File: config.mk
export PLATFORM = sky130hd
export DESIGN_NAME = weight_loader
export DESIGN_NICKNAME = d
export VERILOG_FILES = /design/src/rtl/systolic_pkg.sv /design/src/rtl/switch_skew_chain.sv /design/src/rtl/weight_loader.sv
export SDC_FILE = /design/constraint.sdc
export NUM_CORES = 1
export LEC_CHECK = 0
export BUFFER_PORTS_ARGS = -buffer_cell sky130_fd_sc_hd__buf_2
export CELL_PAD_IN_SITES_DETAIL_PLACEMENT = 0
export CELL_PAD_IN_SITES_GLOBAL_PLACEMENT = 1
export CORE_ASPECT_RATIO = 1.5
export CORE_MARGIN = 10
export CORE_UTILIZATION = 28
export CTS_BUF_LIST = sky130_fd_sc_hd__clkbuf_8
export DETAILED_ROUTE_END_ITERATION = 10
export GPL_TIMING_DRIVEN = 0
export MAX_ROUTING_LAYER = met4
export PLACE_DENSITY_LB_ADDON = 0.1
export SLEW_MARGIN = 20
export SYNTH_ARGS = -nofsm -noshare
export SYNTH_HDL_FRONTEND = slang
export SYNTH_SLANG_ARGS = --single-unit
File: constraint.sdc
create_clock -name clk -period 2.05 [get_ports clk]
set_clock_uncertainty 0.05 [all_clocks]
set_input_delay 0.205 -clock clk [delete_from_list [all_inputs] [get_ports clk]]
set_output_delay 0.205 -clock clk [all_outputs]
set_load 0.02 [all_outputs]
File: src/rtl/systolic_pkg.sv
// Shared types and sizing constants for the systolic array blocks.
// Holds the weight-loader FSM state encoding and default index and row-count widths.
// No logic of its own.
package systolic_pkg;

   localparam int SYSTOLIC_ARRAY_WIDTH = 16;
   localparam int INDEX_WIDTH          = $clog2(SYSTOLIC_ARRAY_WIDTH);
   localparam int ROWCNT_WIDTH         = INDEX_WIDTH + 1;

   typedef enum logic [2:0] {
      IDLE   = 3'd0,
      LOAD   = 3'd1,
      DRAIN  = 3'd2,
      LOADED = 3'd3,
      SWITCH = 3'd4
   } loader_state_t;

endpackage

File: src/rtl/switch_skew_chain.sv
// Row-skewed switch pulse generator: a single 1 walks from bit 0 to bit N-1, one row per cycle.
// Latency: bit r is high in cycle trigger+1+r; done_o pulses in cycle trigger+N+1.
// Ports: clk_i/rst_i (sync, active-high), trigger_i pulse in, row_switch_o one-hot out, done_o pulse out.
module switch_skew_chain #(
   parameter int N = 16
) (
   input  logic         clk_i,
   input  logic         rst_i,
   input  logic         trigger_i,
   output logic [N-1:0] row_switch_o,
   output logic         done_o
);

   logic [N-1:0] sr_q;
   logic         done_q;

   always_ff @(posedge clk_i) begin
      if (rst_i) begin
         sr_q   <= '0;
         done_q <= 1'b0;
      end else begin
         // The trigger only arrives while the chain is empty, so load rather than OR.
         if (trigger_i) begin
            sr_q <= N'(1);
         end else begin
            sr_q <= sr_q << 1;
         end
         // Pulse one cycle after the token leaves the last row.
         done_q <= sr_q[N-1];
      end
   end

   assign row_switch_o = sr_q;
   assign done_o       = done_q;

endmodule

File: src/rtl/weight_loader.sv
// Weight-injection front end: streams tile rows to the array north edge, then drives a row-skewed switch.
// Latency: beat accepted in cycle t appears on col_* in t+1; rows beyond num_rows are zero-padded one per cycle.
// Ports: wt_valid_in/wt_ready_out source handshake; col_* to row-0 PEs; row_switch_out to column-0 PEs; status levels/pulses.
module weight_loader
   import systolic_pkg::*;
#(
   parameter  int SYSTOLIC_ARRAY_WIDTH = 16,
   parameter  int DATA_WIDTH_IN        = 8,
   parameter  int DRAIN_CYCLES         = SYSTOLIC_ARRAY_WIDTH,
   localparam int N    = SYSTOLIC_ARRAY_WIDTH,
   localparam int IDX_W = (N > 1) ? $clog2(N) : 1,
   localparam int RC_W = IDX_W + 1
) (
   input  logic                         clk,
   input  logic                         rst,
   input  logic                         load_start_in,
   input  logic [RC_W-1:0]              num_rows_in,
   input  logic                         wt_valid_in,
   output logic                         wt_ready_out,
   input  logic [N*DATA_WIDTH_IN-1:0]   wt_row_in,
   input  logic [N-1:0]                 col_enable_in,
   output logic [N*DATA_WIDTH_IN-1:0]   col_weight_out,
   output logic [N*IDX_W-1:0]           col_index_out,
   output logic [N-1:0]                 col_accept_w_out,
   input  logic                         switch_req_in,
   output logic [N-1:0]                 row_switch_out,
   output logic                         loaded_out,
   output logic                         switch_done_out,
   output logic                         busy_out
);

   localparam int DC_W = (DRAIN_CYCLES > 1) ? $clog2(DRAIN_CYCLES + 1) : 1;

   // The last index needs N-1 edges to ripple down to row N-1 before the tile is resident.
   if (DRAIN_CYCLES < N - 1) begin : g_drain_too_short
      $error("weight_loader: DRAIN_CYCLES must be at least SYSTOLIC_ARRAY_WIDTH-1");
   end

   loader_state_t              state_q, state_d;
   logic [RC_W-1:0]            k_q, k_d;        // next row index to emit
   logic [RC_W-1:0]            r_q, r_d;        // rows supplied by the source
   logic [DC_W-1:0]            dcnt_q, dcnt_d;
   logic [N*DATA_WIDTH_IN-1:0] wdat_q, wdat_d;
   logic [N*IDX_W-1:0]         idx_q, idx_d;
   logic [N-1:0]               acc_q, acc_d;
   logic                       wt_ready;
   logic                       emit;
   logic                       switch_trig;
   logic [N-1:0]               row_switch;
   logic                       switch_done;

   always_comb begin
      state_d     = state_q;
      k_d         = k_q;
      r_d         = r_q;
      dcnt_d      = dcnt_q;
      wdat_d      = '0;
      idx_d       = '0;
      acc_d       = '0;
      wt_ready    = 1'b0;
      emit        = 1'b0;
      switch_trig = 1'b0;

      case (state_q)
         IDLE: begin
            if (load_start_in) begin
               // Zero or an oversize count both mean a full tile.
               if (num_rows_in == '0 || num_rows_in > RC_W'(N)) begin
                  r_d = RC_W'(N);
               end else begin
                  r_d = num_rows_in;
               end
               k_d     = '0;
               state_d = LOAD;
            end
         end

         LOAD: begin
            wt_ready = (k_q < r_q);
            if (wt_ready) begin
               if (wt_valid_in) begin
                  emit   = 1'b1;
                  wdat_d = wt_row_in;
               end
            end else begin
               // Source exhausted: pad the remaining rows with zero weights.
               emit = 1'b1;
            end

            if (emit) begin
               idx_d = {N{k_q[IDX_W-1:0]}};
               acc_d = col_enable_in;
               k_d   = k_q + 1'b1;
               if (k_q == RC_W'(N - 1)) begin
                  k_d     = '0;
                  dcnt_d  = '0;
                  state_d = DRAIN;
               end
            end
         end

         DRAIN: begin
            if (dcnt_q == DC_W'(DRAIN_CYCLES - 1)) begin
               state_d = LOADED;
            end else begin
               dcnt_d = dcnt_q + 1'b1;
            end
         end

         LOADED: begin
            if (switch_req_in) begin
               switch_trig = 1'b1;
               state_d     = SWITCH;
            end
         end

         SWITCH: begin
            // Leaving as the last row switches makes the done-pulse cycle an IDLE cycle,
            // so a back-to-back load_start_in is honoured there.
            if (row_switch[N-1]) begin
               state_d = IDLE;
            end
         end

         default: begin
            state_d = IDLE;
         end
      endcase
   end

   always_ff @(posedge clk) begin
      if (rst) begin
         state_q <= IDLE;
         k_q     <= '0;
         r_q     <= '0;
         dcnt_q  <= '0;
         wdat_q  <= '0;
         idx_q   <= '0;
         acc_q   <= '0;
      end else begin
         state_q <= state_d;
         k_q     <= k_d;
         r_q     <= r_d;
         dcnt_q  <= dcnt_d;
         wdat_q  <= wdat_d;
         idx_q   <= idx_d;
         acc_q   <= acc_d;
      end
   end

   switch_skew_chain #(
      .N (N)
   ) u_skew (
      .clk_i        (clk),
      .rst_i        (rst),
      .trigger_i    (switch_trig),
      .row_switch_o (row_switch),
      .done_o       (switch_done)
   );

   assign wt_ready_out     = wt_ready;
   assign col_weight_out   = wdat_q;
   assign col_index_out    = idx_q;
   assign col_accept_w_out = acc_q;
   assign row_switch_out   = row_switch;
   assign switch_done_out  = switch_done;
   assign loaded_out       = (state_q == LOADED) || (state_q == SWITCH);
   assign busy_out         = (state_q != IDLE);

endmodule

Yosys cells after proc, flatten, opt, wreduce, memory -nomap -nowiden
Index checks and enable logic that the tools add are counted.

Register bits: 243. Input bits: 154. Output and inout bits: 228. Logic and storage cells: 68.

$add $sub $neg: 2. Magnitude comparators: 2. Equal/unequal tests: 13. Multiplexer cells: 23. Bitwise gates (word level): 4. Reductions and logical operators: 14.

Operators with widths (number): 5-bit 2-to-1 mux (7); 5-bit one-hot mux with 2 select lines (2); 3-bit 2-to-1 mux (6); 3-bit one-hot mux with 5 select lines (1); 2-bit != test, second input constant (6); 5-bit by 1-bit adder with 5-bit output, second input constant (2); 5-bit by 4-bit equality test with 1-bit output, second input constant (2); 1-bit 2-to-1 mux (7); 3-bit by 2-bit equality test with 1-bit output, second input constant (2); 6-bit AND reduction (1); 5-bit greater-than comparator, second input constant (1); 5-bit zero test (1); 5-bit < comparator (1); 1-bit NOT (4); 4-bit AND reduction (1); 2-bit nonzero test (2); 4-bit OR reduction (1); 3-bit by 1-bit equality test with 1-bit output, second input constant (1); 3-bit equality test, second input constant (1); 3-bit zero test (1); 3-bit AND reduction (1); 3-bit nonzero test (1); 3-bit OR reduction (1); 1-bit logical OR (2); other kinds (3) (3).

Logic depth before layout (Yosys ltp)
Gate-level depths: netlist (run 1).

Depth in word-level cells: 5. Depth in mapped cells: 9. Depth with buffers taken out: 7.

By module
A second synthesis (run 1) with hierarchy kept.

Cell total of the unflattened synthesis: 544. Area, all modules: 6053.3 sq um.

Modules (own cells, without submodules): weight_loader (instances 1, cells an instance 507, area each 5490.3 sq um, seq. area each 3323.2 sq um); switch_skew_chain (instances 1, cells an instance 37, area each 563.0 sq um, seq. area each 340.3 sq um).

Worst setup path before layout (run 1)
OpenSTA, ideal clock, no wires.

Kind: register -> register. From: register r_q[4]. To: register dcnt_q[0]. Setup time: 121 ps. Data arrival time: 1827 ps. Required time: 1879 ps. Path slack: 52 ps. Stages on the path, launching flop included: 9. Buffers on the path: 1. Clock period less this slack: 1998 ps. Path through: dfxtp_1 -> inv_1 -> ha_1 -> a211oi_1 -> nand3_1 -> a31oi_1 -> or3_1 -> buf_2 -> mux2_4.

Word-level cells in the longest chain between the ends: 5.

Ends and longest elaborated chain: start: declaration (line weight_loader.sv:41) `logic [RC_W-1:0] r_q, r_d;`; start signal: assignment (line weight_loader.sv:143) `r_q <= r_d;`; 5-bit < comparator (line weight_loader.sv:79) `wt_ready = (k_q < r_q);`; 1-bit 2-to-1 mux (line weight_loader.sv:80) `if (wt_ready) begin`; 1-bit 2-to-1 mux (line weight_loader.sv:64) `case (state_q)`; 2-bit != test (no source line); 4-bit AND reduction (no source line); end signal: assignment (line weight_loader.sv:144) `dcnt_q <= dcnt_d;`; end: declaration (line weight_loader.sv:42) `logic [DC_W-1:0] dcnt_q, dcnt_d;`.

No other way between the ends. The select of a mux whose other input is x is not followed. A chain may end at the register's enable or synchronous reset.

Worst setup path in the final report (run 1)
From: register k_q[2]. To: output wt_ready_out.

Word-level cells in the longest chain between the ends: 2.

Ends and longest elaborated chain: start: declaration (line weight_loader.sv:40) `logic [RC_W-1:0] k_q, k_d;`; start signal: assignment (line weight_loader.sv:142) `k_q <= k_d;`; 5-bit < comparator (line weight_loader.sv:79); 1-bit 2-to-1 mux (line weight_loader.sv:64); end: declaration (line weight_loader.sv:19) `output logic wt_ready_out,`.

No other way between the ends.

==> results of run 1 <==
[where the power goes]
group	total (mW)	internal [mW]	switching, mW
Sequential	3.85	3.78	0.0735
Combinational	1.85	0.828	1.02
Clock	2.43	0.962	1.47
[layout make-up]
cell class / instances / area share (%)
clock buffers: 18 / 2.39
flip-flops and latches: 183 / 35.5
diodes: 1 / 0.0241
repair buffers: 532 / 33.0
well taps: 268 / 3.23
plain buffers: 84 / 6.02
clock inverters: 14 / 1.46
inverters: 10 / 0.362
multi-input cells: 269 / 18.0
[cells by family after synthesis]
| kind of cell | Yosys count |
|---|---|
| AO/OA/AOI/OAI | 37 |
| flip-flops | 183 |
| adder cells (fa/ha/maj) | 8 |
| buffers and inverters | 94 |
| XOR/XNOR | 1 |
| AND/OR/NAND/NOR | 219 |
| multiplexers | 4 |
[sequential cells by signal (all words and copies together), names as in the netlist]
| name | cells |
|---|---|
| col_weight_out | 128 |
| col_accept_w_out | 16 |
| u_skew.row_switch_o | 16 |
| dcnt_q | 5 |
| k_q | 5 |
| r_q | 5 |
| col_index_out | 4 |
| state_q | 3 |
| u_skew.done_o | 1 |
[repair_timing]
item | in CTS | in global routing
resized for setup | 27 | 28
pin swaps | 7 | 4
endpoints found under the setup margin | 140 | 93
buffers inserted | 2 | 1
hold endpoints to repair | 149 | 0
hold buffers | 149 | 0
[layer usage]
metal	up-vias	GRT usage, %	wire length, microns	part of all wire [%]
li1	2773	-	-	-
met3	18	5.35	1570	6.7
met2	203	29.3	12400	53
met1	2456	17.5	9230	39
met5	-	-	0	0
met4	0	4.56	376	1.6
[worst paths after layout]
check | cells after the start | endpoint
min reg2reg | 2 | r_q[0]$_SDFFE_PP0P_
max reg2reg | 7 | dcnt_q[0]$_SDFFE_PP0P_
min | 4 | r_q[4]$_SDFFE_PP0P_
max | 7 | wt_ready_out
[worst reg2reg max path: stages (launching register included)]
cell	delay, ns
dfxtp_4	0.38
ha_4	0.30
nand2_4	0.05
o21ai_4	0.19
a31oi_4	0.13
or3_1	0.37
buf_6	0.14
mux2_4	0.28
[cell usage in the layout, fill, tap and decap left out, drive strengths merged, types with 2 or more instances in the layout]
| cell type | count |
|---|---|
| ha | 8 |
| a211oi | 3 |
| mux2 | 2 |
| a21oi | 9 |
| o31ai | 2 |
| o21ai | 5 |
| clkbuf | 32 |
| mux2i | 2 |
| buf | 453 |
| nand3 | 5 |
| nor2b | 3 |
| dfxtp | 183 |
| a32o | 2 |
| nand2b | 2 |
| inv | 20 |
| nor2 | 11 |
| nor4b | 2 |
| dlygate4sd3 | 149 |
| a21boi | 2 |
| or4 | 3 |
| and2 | 164 |
| clkinv | 3 |
| a31oi | 6 |
| nand3b | 4 |
| nand2 | 14 |
==> flow_summary.yaml, run 1 <==
run_status:
  status: "complete, no violations"
cts:
  clockRootBuffer: "clkbuf_8"
  cts_buffer_depth: 2
  clkLatencyLatePin_ns: 0.46
  clkTransAtPathRegs_ns: 0.11
  cts-htree-levels: 4
  numCtsBuffers: 17
  tritoncts: "built"
  cts_sinks: 183
drt:
  dr.first_iter.drc_count: 182
  vias_per_cell: 3.95
  drc_errors: 0
  drt_wl_total_microns: 23600
  firstDrtPassIters: 4
  antenna_left: 0
  vias: 5450
  wl_per_cell_microns: 17.1
min_path:
  min_from: "num_rows_in[4]"
  hold_path.class: "in -> reg"
layout:
  finalNetCount: 1259
  final_area_sq_mm: 0.0104
  nFillCells: 1975
  regArea_sq_mm: 0.00368
  drive_gt1_share_pct: 47.1
  stdcell_count: 1379
  area_delta_synth_final_pct: 72.2
  final_core_util_pct: 49.2
  multi_input_area_sq_mm: 0.00187
yosys:
  ys_warn_count: 0
  synth_area_leaders: "dfxtp_1 61%, and2_1 17%, buf_4 7.6%, ha_1 1.7%, buf_2 1.2%"
  postSynthCellCount: 546
  syn_area_sq_mm: 0.00602
  synth_top_area_share_pct: 60.9
  yosysTopAreaCell: "dfxtp_1"
  avgSynthCellArea_sq_um: 11.0
  synth_top_family_by_area: "simple AND/OR/NAND/NOR gates"
  synthMuxAreaShare_pct: 0.831
  ys_seq_area_share_pct: 60.9
  synth-seq-cells: 183
  yosys.area_share.simple_pct: 22.1
  syn_nets: 708
  synth_edf_count: 0
  netlist-cell-type-count: 48
  synth-adder-area-share_pct: 1.66
  synthFlopType: "dfxtp_1"
  synth_compound_area_share_pct: 4.12
  synth-xor-area-share_pct: 0.145
  async_flop_share_pct: 0
  yosys-top-cells-count: "183 x dfxtp_1, 164 x and2_1, 61 x buf_4"
  synth.most_common_cell: "dfxtp_1"
setup_path:
  critical_path.top_delay_family: "flip-flops"
  cp_slowest_stage_delay_ns: 0.38
  cp_max_fo: 5
  r2r_slack_ns: 0.04
  cp_data_required_time_ns: 1.79
  crit_path_end_kind: "output pin"
  cp-startpoint: "k_q[2]$_SDFFE_PP0P_"
  path_buf_inv: 1
  path_cells: "ha_4, nand2_4, o21ai_4, nand3_2, nand2_1, nor2_1, buf_4"
  worstPathArrival_ns: 1.76
  critPathSlowestCell: "dfxtp_4"
  crit_type: "reg -> out"
  r2r_start: "k_q[2]$_SDFFE_PP0P_"
  critPathLaunchType: "flip-flop"
sta:
  hold_violations: 0
  slew_headroom_pct: 62.7
  hold_ws_ns: 0.0671
  slew_violations: 0
  fin_setup_tns_ns: 0
  setup_viol: 0
  layout_setup_ws_ns: 0.0362
  worst_pin_slew_ns: 0.556
  rsz0062_at_grt: "true"
  fin_crit_sh_pct: 98.2
  finalWorstPathRequiredPeriod_ns: 2.01
  max_freq_mhz: 497
placement:
  place_area_sq_mm: 0.00826
  place_inst: 1194
  place_congestion: 0.753
  dp_hpwl_microns: 18600
  post-place-ws_ns: -0.236
  port_buffers: 380
power_and_ir_drop:
  finalPower_mw: 8.12
  p_per_area_mw_per_mm2: 784
  vdd_ir_drop_max_v: 0.000536
  p_leak_nw: 5.43
die:
  dieArea_sq_mm: 0.0279
  die_h_microns: 200
  ios: 382
  die_w_microns: 140
  rows: 65
  start_util_pct: 28.6
  core_sq_mm: 0.0211
grt:
  grt_max_degree: 20
  grt_use_total_pct: 16.6
  grt_pass1_wl_microns: 34800
  grt-ovfl-total: 0
  grt_pass1_vias: 5741
  grt_antenna_before_repair: 0
run:
  drv_cap: 0
No activity file was read; power rests on OpenSTA's default activity.
==> inputs of run 2 (changes only) <==
RECOVER_POWER = 50   (was unset)
==> flow_summary.yaml, run 2 (synthesis results as in run 1) <==
setup_path:
  cp_max_fo: 5
  worstSetupEndpoint: "wt_ready_out"
  r2r_slack_ns: 0.04
  cp.depth: 7
  worstPathArrival_ns: 1.76
  critPathLaunchType: "flip-flop"
  critical_path.top_delay_family: "flip-flops"
  critPathSlowestCell: "dfxtp_4"
  cp-startpoint: "k_q[2]$_SDFFE_PP0P_"
  crit_type: "reg -> out"
  r2r_cells: 7
  r2r_end: "dcnt_q[0]$_SDFFE_PP0P_"
  r2r_start: "k_q[2]$_SDFFE_PP0P_"
  path_cells: "ha_4, nand2_4, o21ai_4, nand3_2, nand2_1, nor2_1, buf_4"
  cp_data_required_time_ns: 1.79
  cp_slowest_stage_delay_ns: 0.38
  crit_path_end_kind: "output pin"
  path_buf_inv: 1
drt:
  drc_errors: 0
  antenna_left: 0
  vias: 5464
  firstDrtPassIters: 4
  drt_wl_total_microns: 23700
  dr.first_iter.drc_count: 200
  vias_per_cell: 3.96
  wl_per_cell_microns: 17.2
power_and_ir_drop:
  vdd_ir_drop_max_v: 0.000538
  finalPower_mw: 8.08
  p_leak_nw: 4.71
  p_per_area_mw_per_mm2: 795
grt:
  grt_pass1_vias: 5741
  grt_max_degree: 20
  grt_pass1_wl_microns: 34800
  grt_antenna_before_repair: 0
  grt-ovfl-total: 0
  grt_use_total_pct: 16.6
run_status:
  status: "complete, no violations"
layout:
  final_core_util_pct: 48.2
  final_cell_mix: "217 x buf_2, 176 x dfxtp_1, 167 x clkbuf_1"
  finalNetCount: 1259
  drive_gt1_share_pct: 32.3
  layout_commonest_cell: "buf_2"
  area_delta_synth_final_pct: 68.8
  largest_reg_flops: 128
sta:
  max_freq_mhz: 497
  slew_violations: 0
  setup_viol: 0
  rsz0062_at_grt: "true"
  slew_headroom_pct: 63.4
  hold_violations: 0
  finalWorstPathRequiredPeriod_ns: 2.01
  worst_pin_slew_ns: 0.546
  fin_crit_sh_pct: 98.2
cts:
  cts-htree-levels: 4
  clkTransAtPathRegs_ns: 0.11
  numCtsBuffers: 17
  clkLatencyLatePin_ns: 0.46
  tritoncts: "built"
  cts_buffer_depth: 2
  cts_sinks: 183
  clockRootBuffer: "clkbuf_8"
die:
  core_sq_mm: 0.0211
  dieArea_sq_mm: 0.0279
  die_h_microns: 200
  start_util_pct: 28.6
  ios: 382
  die_w_microns: 140
  rows: 65
placement:
  dp_hpwl_microns: 18600
  port_buffers: 380
  place_congestion: 0.753
run:
  drv_cap: 0
min_path:
  hold_path.class: "in -> reg"
run 2: changes by cell type in the layout (fill, tap and decap cells not counted):
cell / change
and2_0: +4
and2_1: -4
clkbuf_1: +164
buf_2: -164
run 2: how the worst min path moves through the flow:
stage | start | to | slack, ns | cells after the start
floorplan | col_enable_in[0] | col_accept_w_out[0]$_SDFF_PP0_ | 0.28 | 1
global placement | wt_row_in[34] | col_weight_out[34]$_SDFF_PP0_ | 0.35 | 2
detailed placement | wt_row_in[66] | col_weight_out[66]$_SDFF_PP0_ | 0.36 | 2
CTS | num_rows_in[4] | r_q[4]$_SDFFE_PP0P_ | 0.03 | 4
finish | num_rows_in[4] | r_q[4]$_SDFFE_PP0P_ | 0.07 | 4
global route | num_rows_in[4] | r_q[4]$_SDFFE_PP0P_ | 0.07 | 4
run 2: power breakdown:
group | switching, mW | internal [mW] | leakage [nW]
logic | 1.02 | 0.779 | 3.03
registers | 0.0795 | 3.78 | 1.48
clock network | 1.47 | 0.962 | 0.202
run 2: cell type report:
type	count	area [sq um]
Inverter	10	37.5
Antenna cell	1	2.50
Multi-Input combinational cell	269	1870
Sequential cell	183	3680
Timing Repair Buffer	532	3210
Clock buffer	18	248
Clock inverter	14	151
Fill cell	2075	10900
Buffer	84	624
Tap cell	268	335
run 2: layer usage:
metal	routed length (microns)	vias up	global-route usage, %
met5	0	-	-
met4	349	0	4.56
met3	1500	17	5.35
met2	12500	215	29.3
met1	9420	2457	17.5
li1	-	2775	-
run 2: worst reg2reg max path: stages (launching register included):
cell	delay [ns]
dfxtp_4	0.38
ha_4	0.30
nand2_4	0.05
o21ai_4	0.19
a31oi_4	0.13
or3_1	0.37
buf_6	0.14
mux2_4	0.28
run 2: through the flow:
| step | instance area [sq um] | cells | setup TNS [ns] | setup WS [ns] | hold slack [ns] |
|---|---|---|---|---|---|
| finish | 10200 | 1379 | 0 | 0.0368 | 0.0673 |
| detailed placement | 8260 | 1194 | -20.22 | -0.236 | 0.357 |
| floorplan | 6020 | 546 | 0 | 0.0517 | 0.277 |
| CTS | 10300 | 1377 | -0.0450 | -0.0289 | 0.0313 |
| global placement | 8260 | 1194 | -18.89 | -0.245 | 0.355 |
| global route | 10200 | 1378 | -0.253 | -0.0837 | 0.0665 |
run 2: timing repair:
action	in CTS	in global routing
hold endpoints to repair	149	0
hold buffers	149	0
setup endpoints to repair	140	93
pin swaps	7	4
setup buffers	2	1
gates resized for setup	27	28
==> inputs of run 3 (changes only) <==
CORE_ASPECT_RATIO = unset   (was 1.5)
==> flow_summary.yaml, run 3 (synthesis results as in run 1) <==
cts:
  clkLatencyLatePin_ns: 0.45
  clkTransAtPathRegs_ns: 0.10
  numCtsBuffers: 17
  tritoncts: "built"
  clockRootBuffer: "clkbuf_8"
  cts-htree-levels: 4
  cts_buffer_depth: 2
  cts_sinks: 183
power_and_ir_drop:
  p_leak_nw: 4.79
  p_per_area_mw_per_mm2: 800
  finalPower_mw: 8.21
  vdd_ir_drop_max_v: 0.000500
grt:
  grt_max_degree: 19
  grt_antenna_before_repair: 1
  grt_pass1_vias: 5875
  grt_use_total_pct: 17.1
  grt-ovfl-total: 0
  grt_pass1_wl_microns: 36200
die:
  die_w_microns: 167
  start_util_pct: 28.5
  die_h_microns: 167
  dieArea_sq_mm: 0.0278
  rows: 53
  core_sq_mm: 0.0211
  ios: 382
run:
  drv_cap: 0
sta:
  fin_crit_sh_pct: 98.5
  slew_violations: 0
  hold_ws_ns: 0.0972
  max_freq_mhz: 495
  hold_violations: 0
  finalWorstPathRequiredPeriod_ns: 2.02
  layout_setup_ws_ns: 0.0312
  worst_pin_slew_ns: 0.546
  rsz0062_at_grt: "true"
  slew_headroom_pct: 63.6
  setup_viol: 0
layout:
  stdcell_count: 1392
  largest_reg_flops: 128
  area_delta_synth_final_pct: 70.5
  drive_gt1_share_pct: 33.9
  nFillCells: 2051
  final_cell_mix: "224 x buf_2, 175 x dfxtp_1, 164 x and2_1"
  final_area_sq_mm: 0.0103
  finalNetCount: 1265
  layout_commonest_cell: "buf_2"
drt:
  m1WireLength_microns: 9780
  met2WireLength_microns: 12000
  wl_per_cell_microns: 17.0
  drc_errors: 0
  vias: 5511
  antenna_left: 0
  dr_wl_met3_microns: 1640
  dr.first_iter.drc_count: 211
  route.top_layer_used: "met4"
  drt_wl_total_microns: 23700
  firstDrtPassIters: 4
  vias_per_cell: 3.96
setup_path:
  r2r_end: "dcnt_q[0]$_SDFFE_PP0P_"
  r2r_start: "k_q[1]$_SDFFE_PP0P_"
  worstPathArrival_ns: 1.76
  cp_max_fo: 3
  critical_path.top_delay_family: "flip-flops"
  path_buf_inv: 2
  cp_data_required_time_ns: 1.79
  crit_path_end_kind: "output pin"
  path_cells: "inv_2, ha_4, nand2_4, o21ai_4, nand3_2, nand2_1, nor2_1, buf_4"
  r2r_cells: 7
  crit_type: "reg -> out"
  cp_slowest_stage_delay_ns: 0.35
  critPathSlowestCell: "dfxtp_2"
  r2r_slack_ns: 0.04
  critPathLaunchType: "flip-flop"
placement:
  dp_hpwl_microns: 18400
  post-place-ws_ns: -0.270
  place_area_sq_mm: 0.00827
  port_buffers: 380
  place_inst: 1201
  place_congestion: 0.803
min_path:
  hold_path.class: "in -> reg"
  min_path_cells: 4
  min_to: "r_q[4]$_SDFFE_PP0P_"
  min_from: "num_rows_in[4]"
run_status:
  status: "complete, no violations"
## run 3: changes by cell type in the layout (fill, tap and decap cells not counted), moves of 3 or more
cell / before / now
and2_0: 4 / 0
buf_4: 68 / 76
inv_8: 6 / 3
and2_1: 160 / 164
buf_2: 217 / 224
clkbuf_1: 167 / 159
## run 3: per-stage QoR
stage | TNS [ns] | utilization (%)
CTS | -0.216 | 49.1
detailed placement | -24.17 | 39.2
floorplan | 0 | -
finish | 0 | 48.7
global route | -1.17 | 48.7
global placement | -19.73 | 39.2
## run 3: how the worst max path moves through the flow
stage                                  from                       endpoint  slack, ns  depth (start not counted)
finish                  r_q[2]$_SDFFE_PP0P_                   wt_ready_out       0.03                          8
global route            r_q[2]$_SDFFE_PP0P_                   wt_ready_out      -0.08                          8
CTS                 state_q[2]$_SDFFE_PP0P_  col_weight_out[14]$_SDFF_PP0_      -0.02                          7
detailed placement      k_q[2]$_SDFFE_PP0P_  col_weight_out[43]$_SDFF_PP0_      -0.27                          8
global placement        r_q[4]$_SDFFE_PP0P_         dcnt_q[4]$_SDFFE_PP0P_      -0.28                          8
floorplan               r_q[4]$_SDFFE_PP0P_         dcnt_q[0]$_SDFFE_PP0P_       0.05                          8
## run 3: tightest hold or removal path, cell delays in order
cell      delay (ns)
buf_2           0.09
inv_1           0.04
ha_1            0.15
a211oi_1        0.07
## run 3: per-layer routing
metal / global-route usage (%) / up-vias
met5: - / -
met4: 3.67 / 0
met3: 5.30 / 15
met2: 29.4 / 232
met1: 19.1 / 2469
li1: - / 2795
## run 3: cell type report
cell class	count	area, sq um	area share (%)
clock buffer	19	262	2.55
inverter	10	37.5	0.366
clock inverter	13	156	1.52
buffer	84	627	6.11
sequential	183	3680	35.9
timing repair buffer	538	3270	31.8
multi-input combinational	269	1880	18.4
tap	275	344	3.35
antenna	1	2.50	0.0244
## run 3: repair_timing
| item | 4_1_cts | 5_1_grt |
|---|---|---|
| hold buffers | 149 | 0 |
| pin swaps | 5 | 13 |
| endpoints found under the setup margin | 148 | 136 |
| buffers inserted | 4 | 5 |
| resized for setup | 34 | 28 |
| hold endpoints to repair | 149 | 0 |
## run 3: report_power, final
part	leakage, nW	internal (mW)	switching, mW
clock network	0.209	1.09	1.42
logic	3.10	0.802	1.03
registers	1.48	3.78	0.0815
